===== config.mk =====
export PLATFORM = sky130hd
export DESIGN_NAME = grid_claim_arbiter
export DESIGN_NICKNAME = d
export VERILOG_FILES = /design/src/rtl/grid_claim_arbiter.sv
export SDC_FILE = /design/constraint.sdc
export NUM_CORES = 1
export LEC_CHECK = 0
export CORE_AREA = 2 2 182 184
export CTS_BUF_LIST = sky130_fd_sc_hd__clkbuf_8
export CTS_CLUSTER_DIAMETER = 60
export DETAILED_ROUTE_END_ITERATION = 8
export DIE_AREA = 0 0 184 186
export PLACE_DENSITY = 0.71
export SYNTH_ARGS = -nofsm -noshare
export SYNTH_HDL_FRONTEND = slang
export SYNTH_SLANG_ARGS = --single-unit

===== constraint.sdc =====
create_clock -name clk -period 10.2 [get_ports clk]
set_input_delay 1.02 -clock clk [delete_from_list [all_inputs] [get_ports clk]]
set_output_delay 1.02 -clock clk [all_outputs]
set_load 0.05 [all_outputs]

===== src/rtl/grid_claim_arbiter.sv =====
`default_nettype none
// ============================================================================
// Module   : grid_claim_arbiter
// Purpose  : Round-robin arbiter that serialises READ / CLAIM / RELEASE
//            operations from N_REQ placer engines onto one grid RAM port.
// Revision : 1.0 - initial release
// ============================================================================
module grid_claim_arbiter #(
   parameter int          N_REQ      = 4,
   parameter int          GRID_CELLS = 144,
   parameter logic [31:0] EMPTY      = 32'hFFFF_FFFF
) (
   input  logic                clk,
   input  logic                rst_n,
   input  logic [N_REQ-1:0]    i_req,
   input  logic [2*N_REQ-1:0]  i_op,
   input  logic [32*N_REQ-1:0] i_addr,
   input  logic [32*N_REQ-1:0] i_id,
   output logic [N_REQ-1:0]    o_done,
   output logic                o_ok,
   output logic [31:0]         o_rdata,
   output logic                o_busy,
   output logic                o_mem_read,
   output logic                o_mem_write,
   output logic [31:0]         o_mem_addr,
   output logic [31:0]         o_mem_din,
   input  logic [31:0]         i_mem_dout,
   output logic [31:0]         o_n_grants,
   output logic [31:0]         o_n_conflicts
);

   localparam int c_PW = (N_REQ > 1) ? $clog2(N_REQ) : 1;

   localparam logic [2:0] c_ST_IDLE = 3'd0;
   localparam logic [2:0] c_ST_RD   = 3'd1;
   localparam logic [2:0] c_ST_WAIT = 3'd2;
   localparam logic [2:0] c_ST_CHK  = 3'd3;
   localparam logic [2:0] c_ST_WR   = 3'd4;
   localparam logic [2:0] c_ST_RESP = 3'd5;

   localparam logic [1:0] c_OP_READ    = 2'b00;
   localparam logic [1:0] c_OP_CLAIM   = 2'b01;
   localparam logic [1:0] c_OP_RELEASE = 2'b10;
   localparam logic [1:0] c_OP_RSV     = 2'b11;

   logic [2:0]       r_state;
   logic [c_PW-1:0]  r_ptr;
   logic [c_PW-1:0]  r_win;
   logic [1:0]       r_op;
   logic [31:0]      r_id;
   logic [N_REQ-1:0] r_done;
   logic             r_ok;
   logic [31:0]      r_rdata;
   logic             r_mem_read;
   logic             r_mem_write;
   logic [31:0]      r_mem_addr;
   logic [31:0]      r_mem_din;
   logic [31:0]      r_n_grants;
   logic [31:0]      r_n_conflicts;

   logic             w_hi_any;
   logic [c_PW-1:0]  w_hi;
   logic             w_any;
   logic [c_PW-1:0]  w_lo;
   logic [c_PW-1:0]  w_win;
   logic [c_PW-1:0]  w_next_ptr;
   logic [1:0]       w_op;
   logic [31:0]      w_addr;
   logic [31:0]      w_id;
   logic             w_bad;
   logic [N_REQ-1:0] w_win_oh;
   logic [N_REQ-1:0] w_cur_oh;

   // Lowest requester at or above ptr wins; otherwise wrap to the lowest overall.
   always_comb begin
      w_hi_any = 1'b0;
      w_hi     = '0;
      w_any    = 1'b0;
      w_lo     = '0;
      for (int k = N_REQ - 1; k >= 0; k--) begin
         if (i_req[k]) begin
            w_any = 1'b1;
            w_lo  = c_PW'(k);
            if (c_PW'(k) >= r_ptr) begin
               w_hi_any = 1'b1;
               w_hi     = c_PW'(k);
            end
         end
      end
      w_win = w_hi_any ? w_hi : w_lo;
   end

   always_comb begin
      w_op   = '0;
      w_addr = '0;
      w_id   = '0;
      for (int k = 0; k < N_REQ; k++) begin
         if (w_win == c_PW'(k)) begin
            w_op   = i_op[2*k +: 2];
            w_addr = i_addr[32*k +: 32];
            w_id   = i_id[32*k +: 32];
         end
      end
   end

   assign w_bad      = ($signed(w_addr) < 0) || ($signed(w_addr) >= GRID_CELLS) ||
                       (w_op == c_OP_RSV);
   assign w_next_ptr = (w_win == c_PW'(N_REQ - 1)) ? '0 : w_win + c_PW'(1);
   assign w_win_oh   = N_REQ'(1) << w_win;
   assign w_cur_oh   = N_REQ'(1) << r_win;

   always_ff @(posedge clk or negedge rst_n) begin
      if (!rst_n) begin
         r_state       <= c_ST_IDLE;
         r_ptr         <= '0;
         r_win         <= '0;
         r_op          <= '0;
         r_id          <= '0;
         r_done        <= '0;
         r_ok          <= 1'b0;
         r_rdata       <= '0;
         r_mem_read    <= 1'b0;
         r_mem_write   <= 1'b0;
         r_mem_addr    <= '0;
         r_mem_din     <= '0;
         r_n_grants    <= '0;
         r_n_conflicts <= '0;
      end else begin
         case (r_state)
            c_ST_IDLE: begin
               if (w_any) begin
                  r_win <= w_win;
                  r_op  <= w_op;
                  r_id  <= w_id;
                  r_ptr <= w_next_ptr;
                  if (w_bad) begin
                     r_state <= c_ST_RESP;
                     r_done  <= w_win_oh;
                     r_ok    <= 1'b0;
                     r_rdata <= '0;
                  end else begin
                     r_state    <= c_ST_RD;
                     r_mem_read <= 1'b1;
                     r_mem_addr <= w_addr;
                  end
               end
            end
            c_ST_RD: begin
               r_mem_read <= 1'b0;
               r_state    <= c_ST_WAIT;
            end
            c_ST_WAIT: begin
               r_state <= c_ST_CHK;
            end
            c_ST_CHK: begin
               r_rdata <= i_mem_dout;
               r_ok    <= 1'b0;
               r_state <= c_ST_RESP;
               r_done  <= w_cur_oh;
               case (r_op)
                  c_OP_READ: begin
                     r_ok <= 1'b1;
                  end
                  c_OP_CLAIM: begin
                     if (i_mem_dout == EMPTY) begin
                        r_state     <= c_ST_WR;
                        r_done      <= '0;
                        r_mem_write <= 1'b1;
                        r_mem_din   <= r_id;
                     end else begin
                        r_n_conflicts <= r_n_conflicts + 32'd1;
                     end
                  end
                  c_OP_RELEASE: begin
                     if (i_mem_dout == r_id) begin
                        r_state     <= c_ST_WR;
                        r_done      <= '0;
                        r_mem_write <= 1'b1;
                        r_mem_din   <= EMPTY;
                     end
                  end
                  default: begin
                     r_ok <= 1'b0;
                  end
               endcase
            end
            c_ST_WR: begin
               r_mem_write <= 1'b0;
               r_ok        <= 1'b1;
               r_done      <= w_cur_oh;
               r_state     <= c_ST_RESP;
            end
            c_ST_RESP: begin
               r_done     <= '0;
               r_ok       <= 1'b0;
               r_n_grants <= r_n_grants + 32'd1;
               r_state    <= c_ST_IDLE;
            end
            default: begin
               r_state <= c_ST_IDLE;
            end
         endcase
      end
   end

   assign o_done        = r_done;
   assign o_ok          = r_ok;
   assign o_rdata       = r_rdata;
   assign o_busy        = (r_state != c_ST_IDLE);
   assign o_mem_read    = r_mem_read;
   assign o_mem_write   = r_mem_write;
   assign o_mem_addr    = r_mem_addr;
   assign o_mem_din     = r_mem_din;
   assign o_n_grants    = r_n_grants;
   assign o_n_conflicts = r_n_conflicts;

endmodule
`default_nettype wire


## Word-level counts from Yosys, hierarchy flattened

Index checks and enable logic that the tools add are counted.

- Shifts and indexed selects: 2
- Order comparisons: 6
- Multiply operators: 0
- Muxes and demuxes: 67
- Eq/ne operators: 21
- Bitwise gates (word level): 2
- Reduce and logical (&&, ||, !) cells: 19
- Divide/modulo/power cells: 0
- Add/sub/neg operators: 3

Operators with widths:

| kind | count |
|---|---|
| $mux W32 | 12 |
| $pmux W32 S2 | 2 |
| $add A32 B1 Y32 const B | 2 |
| $mux W2 | 18 |
| $eq A32 B32 Y1 | 1 |
| $eq A32 B32 Y1 const B | 1 |
| $ge A32 B9 Y1 const B | 1 |
| $lt A32 B1 Y1 const B | 1 |
| $mux W1 | 21 |
| $mux W4 | 4 |
| $pmux W4 S4 | 1 |
| $pmux W3 S5 | 1 |
| $reduce_and A3 Y1 | 5 |
| $ne A2 B2 Y1 const B | 5 |
| $eq A2 B2 Y1 const B | 4 |
| $pmux W1 S2 | 4 |
| $pmux W4 S2 | 1 |
| $reduce_and A4 Y1 | 2 |
| $reduce_bool A2 Y1 | 4 |
| $shl A1 B2 Y4 const A | 2 |
| $eq A3 B2 Y1 const B | 2 |
| $eq A3 B3 Y1 const B | 2 |
| $mux W3 | 2 |
| $ne A3 B3 Y1 const B | 2 |
| other kinds (14) | 20 |

- Output and inout bits: 168
- Latch bits: 0
- Memories: 0
- Word-level logic and storage cells: 134
- Bits of input ports: 302
- Bits in registers: 208
- Memory bits (writable): 0
- Bits in read-only memories: 0

## Depth between registers and ports, before layout

- Depth after elaboration: 21
- Depth in mapped cells: 16
- Gate-level depth less buffers: 13

## Worst setup path after synthesis

OpenSTA, ideal clock, no wires.

- Path type: input port to flip-flop
- Start: in i_req[1]
- End: reg r_done[0] (netlist: o_done[0])
- Slack: 6.235 ns
- Arrival time: 3.841 ns
- Stages on the path: 14
- Data required time: 10.075 ns
- Setup time: 0.125 ns
- Path buffers: 3
- Path through: mux2i_1 -> a221oi_1 -> inv_1 -> ha_1 -> buf_6 -> nor2b_4 -> buf_6 -> clkbuf_1 -> a221oi_2 -> o221ai_2 -> nor4_4 -> and3_4 -> o21a_2 -> mux2_2

- Longest elaborated chain between the ends: 14
- Elaborated cells between the ends (all ways): 35
- Classes of those cells: order compare (2); eq/ne (6); shift (1); mux (22); reduce/logical (4)

RTL lines:

| element | line | RTL |
|---|---|---|
| start: declaration | 15 | `input logic [N_REQ-1:0] i_req,` |
| $mux W2 or $mux W1 (tied branches) | 81 | `if (i_req[k]) begin` |
| $mux W2 or $mux W1 (tied branches) | 84 | `if (c_PW'(k) >= r_ptr) begin` |
| $mux W2 or $mux W1 (tied branches) | 81 |  |
| $mux W2 (*) | 90 | `w_win = w_hi_any ? w_hi : w_lo;` |
| via w_win[0] | 65 | `logic [c_PW-1:0] w_win;` |
| $logic_not A2 Y1 | 98 | `if (w_win == c_PW'(k)) begin` |
| $mux W32 (4 in a row) | 98 |  |
| $lt A32 B1 Y1 or $ge A32 B9 Y1 (tied branches) | 106 | `assign w_bad = ($signed(w_addr) < 0) \|\| ($signed(w_addr) >= GRID_CELLS) \|\|` |
| $logic_or A1 B1 Y1 (2 in a row) | 106 |  |
| $ne A2 B2 Y1 (no line) | n/a |  |
| $reduce_and A3 Y1 (no line) | n/a |  |
| end signal: assignment | 138 | `r_done <= w_win_oh;` |
| end signal: assignment | 159 | `r_done <= w_cur_oh;` |
| end signal: assignment | 190 | `r_done <= w_cur_oh;` |
| end: declaration | 51 | `logic [N_REQ-1:0] r_done;` |

The timed path passes the listed nets; every way through them passes the cells marked *. The select of a mux whose other input is x is not followed.
A chain may end at the register's enable or synchronous reset.

## Worst setup path in the final report

- Start: in i_req[3]
- End: reg r_mem_addr[3] (netlist: o_mem_addr[3])

- Longest elaborated chain between the ends: 18
- Elaborated cells between the ends (all ways): 42
- Classes of those cells: order compare (2); eq/ne (4); mux (31); bitwise (1); reduce/logical (4)

RTL lines:

| element | line | RTL |
|---|---|---|
| $mux W2 or $mux W1 (tied branches) | 81 |  |
| $mux W2 or $mux W1 (tied branches) | 84 |  |
| $mux W2 or $mux W1 (tied branches) | 81 |  |
| $mux W2 or $mux W1 (tied branches) | 84 |  |
| $mux W2 or $mux W1 (tied branches) | 81 |  |
| $mux W2 or $mux W1 (tied branches) | 84 |  |
| $mux W2 or $mux W1 (tied branches) | 81 |  |
| $mux W2 (*) | 90 |  |
| via w_win[0] | 65 |  |
| $logic_not A2 Y1 | 98 |  |
| $mux W32 (4 in a row) | 98 |  |
| $lt A32 B1 Y1 or $ge A32 B9 Y1 (tied branches) | 106 |  |
| $logic_or A1 B1 Y1 (2 in a row) | 106 |  |
| $not A1 Y1 (no line) | n/a |  |
| $reduce_and A3 Y1 (no line) | n/a |  |
| end signal: assignment | 144 | `r_mem_addr <= w_addr;` |
| end: declaration | 56 | `logic [31:0] r_mem_addr;` |

The timed path passes the listed nets; every way through them passes the cells marked *.

==> impl_metrics.json <==
{
  "status": "finished, final reports clean",
  "die_w_um": 184,
  "finalSetupViolations": 0,
  "slew_headroom": 0.247,
  "final_cell_mix": "clkdlybuf4s50_1 (468), dfrtp_1 (208), nor2_1 (129), o21ai_0 (103), nand2_1 (85)",
  "wl_per_cell_um": 20.9,
  "r2r_start": "r_ptr[1]",
  "drc": 0,
  "skew_ns": 0.0244,
  "start_util": 0.326,
  "finalWorstSetupSlack_ns": 4.49,
  "worstSetupPathType": "in2reg",
  "ys_ff_latch": 208,
  "postCtsSetupRepairBufs": 0,
  "power_mw": 3.97,
  "cts-hold-fix-buffers": 0,
  "grt_overflow_total": 0,
  "grt_pass1_vias": 10200,
  "clk_latency_ns": 0.53,
  "cp.arrival_ns": 6.10,
  "p_per_area_nw_per_um2": 244,
  "cp-startpoint": "i_req[3]",
  "finalSetupTns_ns": 0,
  "via_per_inst": 5.15,
  "async_reset_ff_frac": 1.00,
  "worst_r2r_endpoint": "o_mem_addr[3]",
  "period_needed_ns": 5.71,
  "synth_edf_count": 0,
  "fin_nets": 1845,
  "critPathLaunchType": "input pin",
  "ff2ff_path_depth": 12,
  "clock_sinks": 208,
  "hold_class": "reg2reg",
  "maxCapViolations": 0,
  "antenna_left": 0,
  "dp_worst_setup_slack_ns": 3.95,
  "dp_hpwl_um": 32600,
  "endpoint": "o_mem_addr[3]",
  "cts_tree": "done",
  "cp.depth": 13,
  "grt_pass1_wl_um": 60600,
  "area_delta_synth_final_pct": 55.0,
  "ys.flop_type": "dfrtp_1",
  "drtPass1Iterations": 4,
  "ys.warnings.count": 0,
  "hold_violations": 0,
  "slowest_stage": "a221oi_1",
  "instances_no_fill": 1969,
  "place_inst": 1901,
  "crit_buf_inv": 3,
  "vias": 10200,
  "slew_violations": 0,
  "routed_wirelength_um": 41100,
  "final_common_cell": "clkdlybuf4s50_1",
  "ios": 470,
  "grt.total_usage": 0.236,
  "worst-path-max-fanout": 85,
  "cp_cell_sequence": "clkdlybuf4s50_1 > mux2i_1 > a221oi_1 > ha_4 > buf_4 > clkinv_1 > nor2_1 > o22ai_1 > a221o_1 > nor4_2 > and3_4 > nand2_4 > mux2_4",
  "rows": 66,
  "synth_cells": 1086,
  "critPathMaxStageDelay_ns": 0.81,
  "worstPathRequired_ns": 10.59,
  "path_delay_family": "buffers and inverters",
  "grt_max_degree": 103,
  "ir_drop_v": 0.0000995,
  "synth-seq-area-share": 0.496,
  "power_leakage_nw": 6.95,
  "ctsResizeCount": 0,
  "syn_nets": 1397,
  "hold_start": "o_n_conflicts[31]",
  "htreeDepth": 2,
  "syn_avg_cell_area_um2": 9.67,
  "clock-root-buffer": "clkbuf_8",
  "fmax_mhz": 175,
  "path_clk_slew_ns": 0.05,
  "drive_gt1_frac": 0.0611,
  "ff2ff_setup_slack_ns": 5.03,
  "rsz0062_at_grt": "false",
  "port_buffers": 469,
  "netlist_area_um2": 10500,
  "clockBufferDepth": 3,
  "tightest_slew_ns": 1.13,
  "fp.dieH_um": 186,
  "gp_congestion": 0.902,
  "yosysUniqueCellTypes": 57,
  "dieArea_um2": 34200,
  "antenna_found_initial": 5,
  "core_um2": 32200,
  "min_period_over_period": 0.560,
  "end_kind": "flop",
  "drtIter0Drc": 499,
  "cts_made_buffers": 39
}
==> cell type report <==
cell class                      count  area, µm²
Timing Repair Buffer              480       4780
Clock buffer                       48        661
Tap cell                          408        510
Inverter                           18       67.6
Multi-Input combinational cell    787       4940
Clock inverter                     15       96.3
Antenna cell                        5       12.5
Fill cell                        2961      15900
Sequential cell                   208       5200
==> metrics by stage <==
stage | util | cell area, µm² | hold WS, ns
3_5_place_dp | 0.481 | 15500 | 0.471
2_1_floorplan | - | 10500 | 0.475
4_1_cts | 0.505 | 16300 | 0.484
5_1_grt | 0.505 | 16300 | 0.495
6_report | 0.505 | 16300 | 0.476
3_3_place_gp | 0.481 | 15500 | 0.456
==> state kept, by name, indices dropped and copies added (netlist names), 3 cells and up <==
signal and count:
r_state 3, o_rdata 32, o_n_grants 32, o_mem_din 32, o_n_conflicts 32, o_mem_addr 32
r_id 32, o_done 4
==> synth_stat cells (8+ instances only) <==
| master | count | share of area |
|---|---|---|
| a21oi_1 | 84 | 0.040 |
| a221o_1 | 42 | 0.040 |
| a22o_1 | 33 | 0.028 |
| and2_1 | 28 | 0.017 |
| and3_1 | 17 | 0.010 |
| buf_2 | 10 | 0.0048 |
| clkbuf_1 | 54 | 0.019 |
| dfrtp_1 | 208 | 0.50 |
| ha_1 | 9 | 0.011 |
| inv_1 | 17 | 0.0061 |
| mux2_2 | 8 | 0.0086 |
| nand2_1 | 86 | 0.031 |
| nand3_1 | 28 | 0.013 |
| nand4_1 | 23 | 0.014 |
| nor2_1 | 129 | 0.046 |
| nor3_1 | 9 | 0.0043 |
| nor4_1 | 14 | 0.0083 |
| o21ai_0 | 103 | 0.049 |
| o22ai_1 | 12 | 0.0072 |
| xnor2_1 | 48 | 0.040 |
| xor2_1 | 47 | 0.039 |
==> worst min-delay path by stage <==
stage / to / slack (ns) / cells past startpoint
after floorplan: r_op[1] / 0.48 / 2
after global placement: o_n_grants[31] / 0.46 / 1
after detailed placement: o_mem_addr[18] / 0.47 / 1
after CTS: o_n_grants[31] / 0.48 / 1
after global routing: o_n_grants[31] / 0.49 / 1
final: o_n_conflicts[31] / 0.48 / 1
==> cells by family after synthesis <==
| kind of cell | count (synthesis) | synth area share |
|---|---|---|
| muxes | 16 | 0.0191 |
| and+or+nand+nor | 354 | 0.161 |
| AOI/OAI and AO/OA | 313 | 0.197 |
| adders and majority gates | 9 | 0.0107 |
| DFF | 208 | 0.496 |
| buffers and inverters | 91 | 0.0373 |
| xor gates and xnor gates | 95 | 0.0793 |
==> metal layers <==
metal	track usage	wire [µm]	vias to the layer above
met5	0	0	-
met3	0.0653	3370	72
met2	0.386	19100	437
met1	0.299	17300	4840
li1	-	-	4801
met4	0.0842	1280	0
==> power by group <==
part	switching, mW	total [mW]	internal (mW)
Clock	0.344	0.791	0.447
Combinational	1.25	1.98	0.734
Sequential	0.180	1.20	1.02
(Power assumes the default switching activity.)
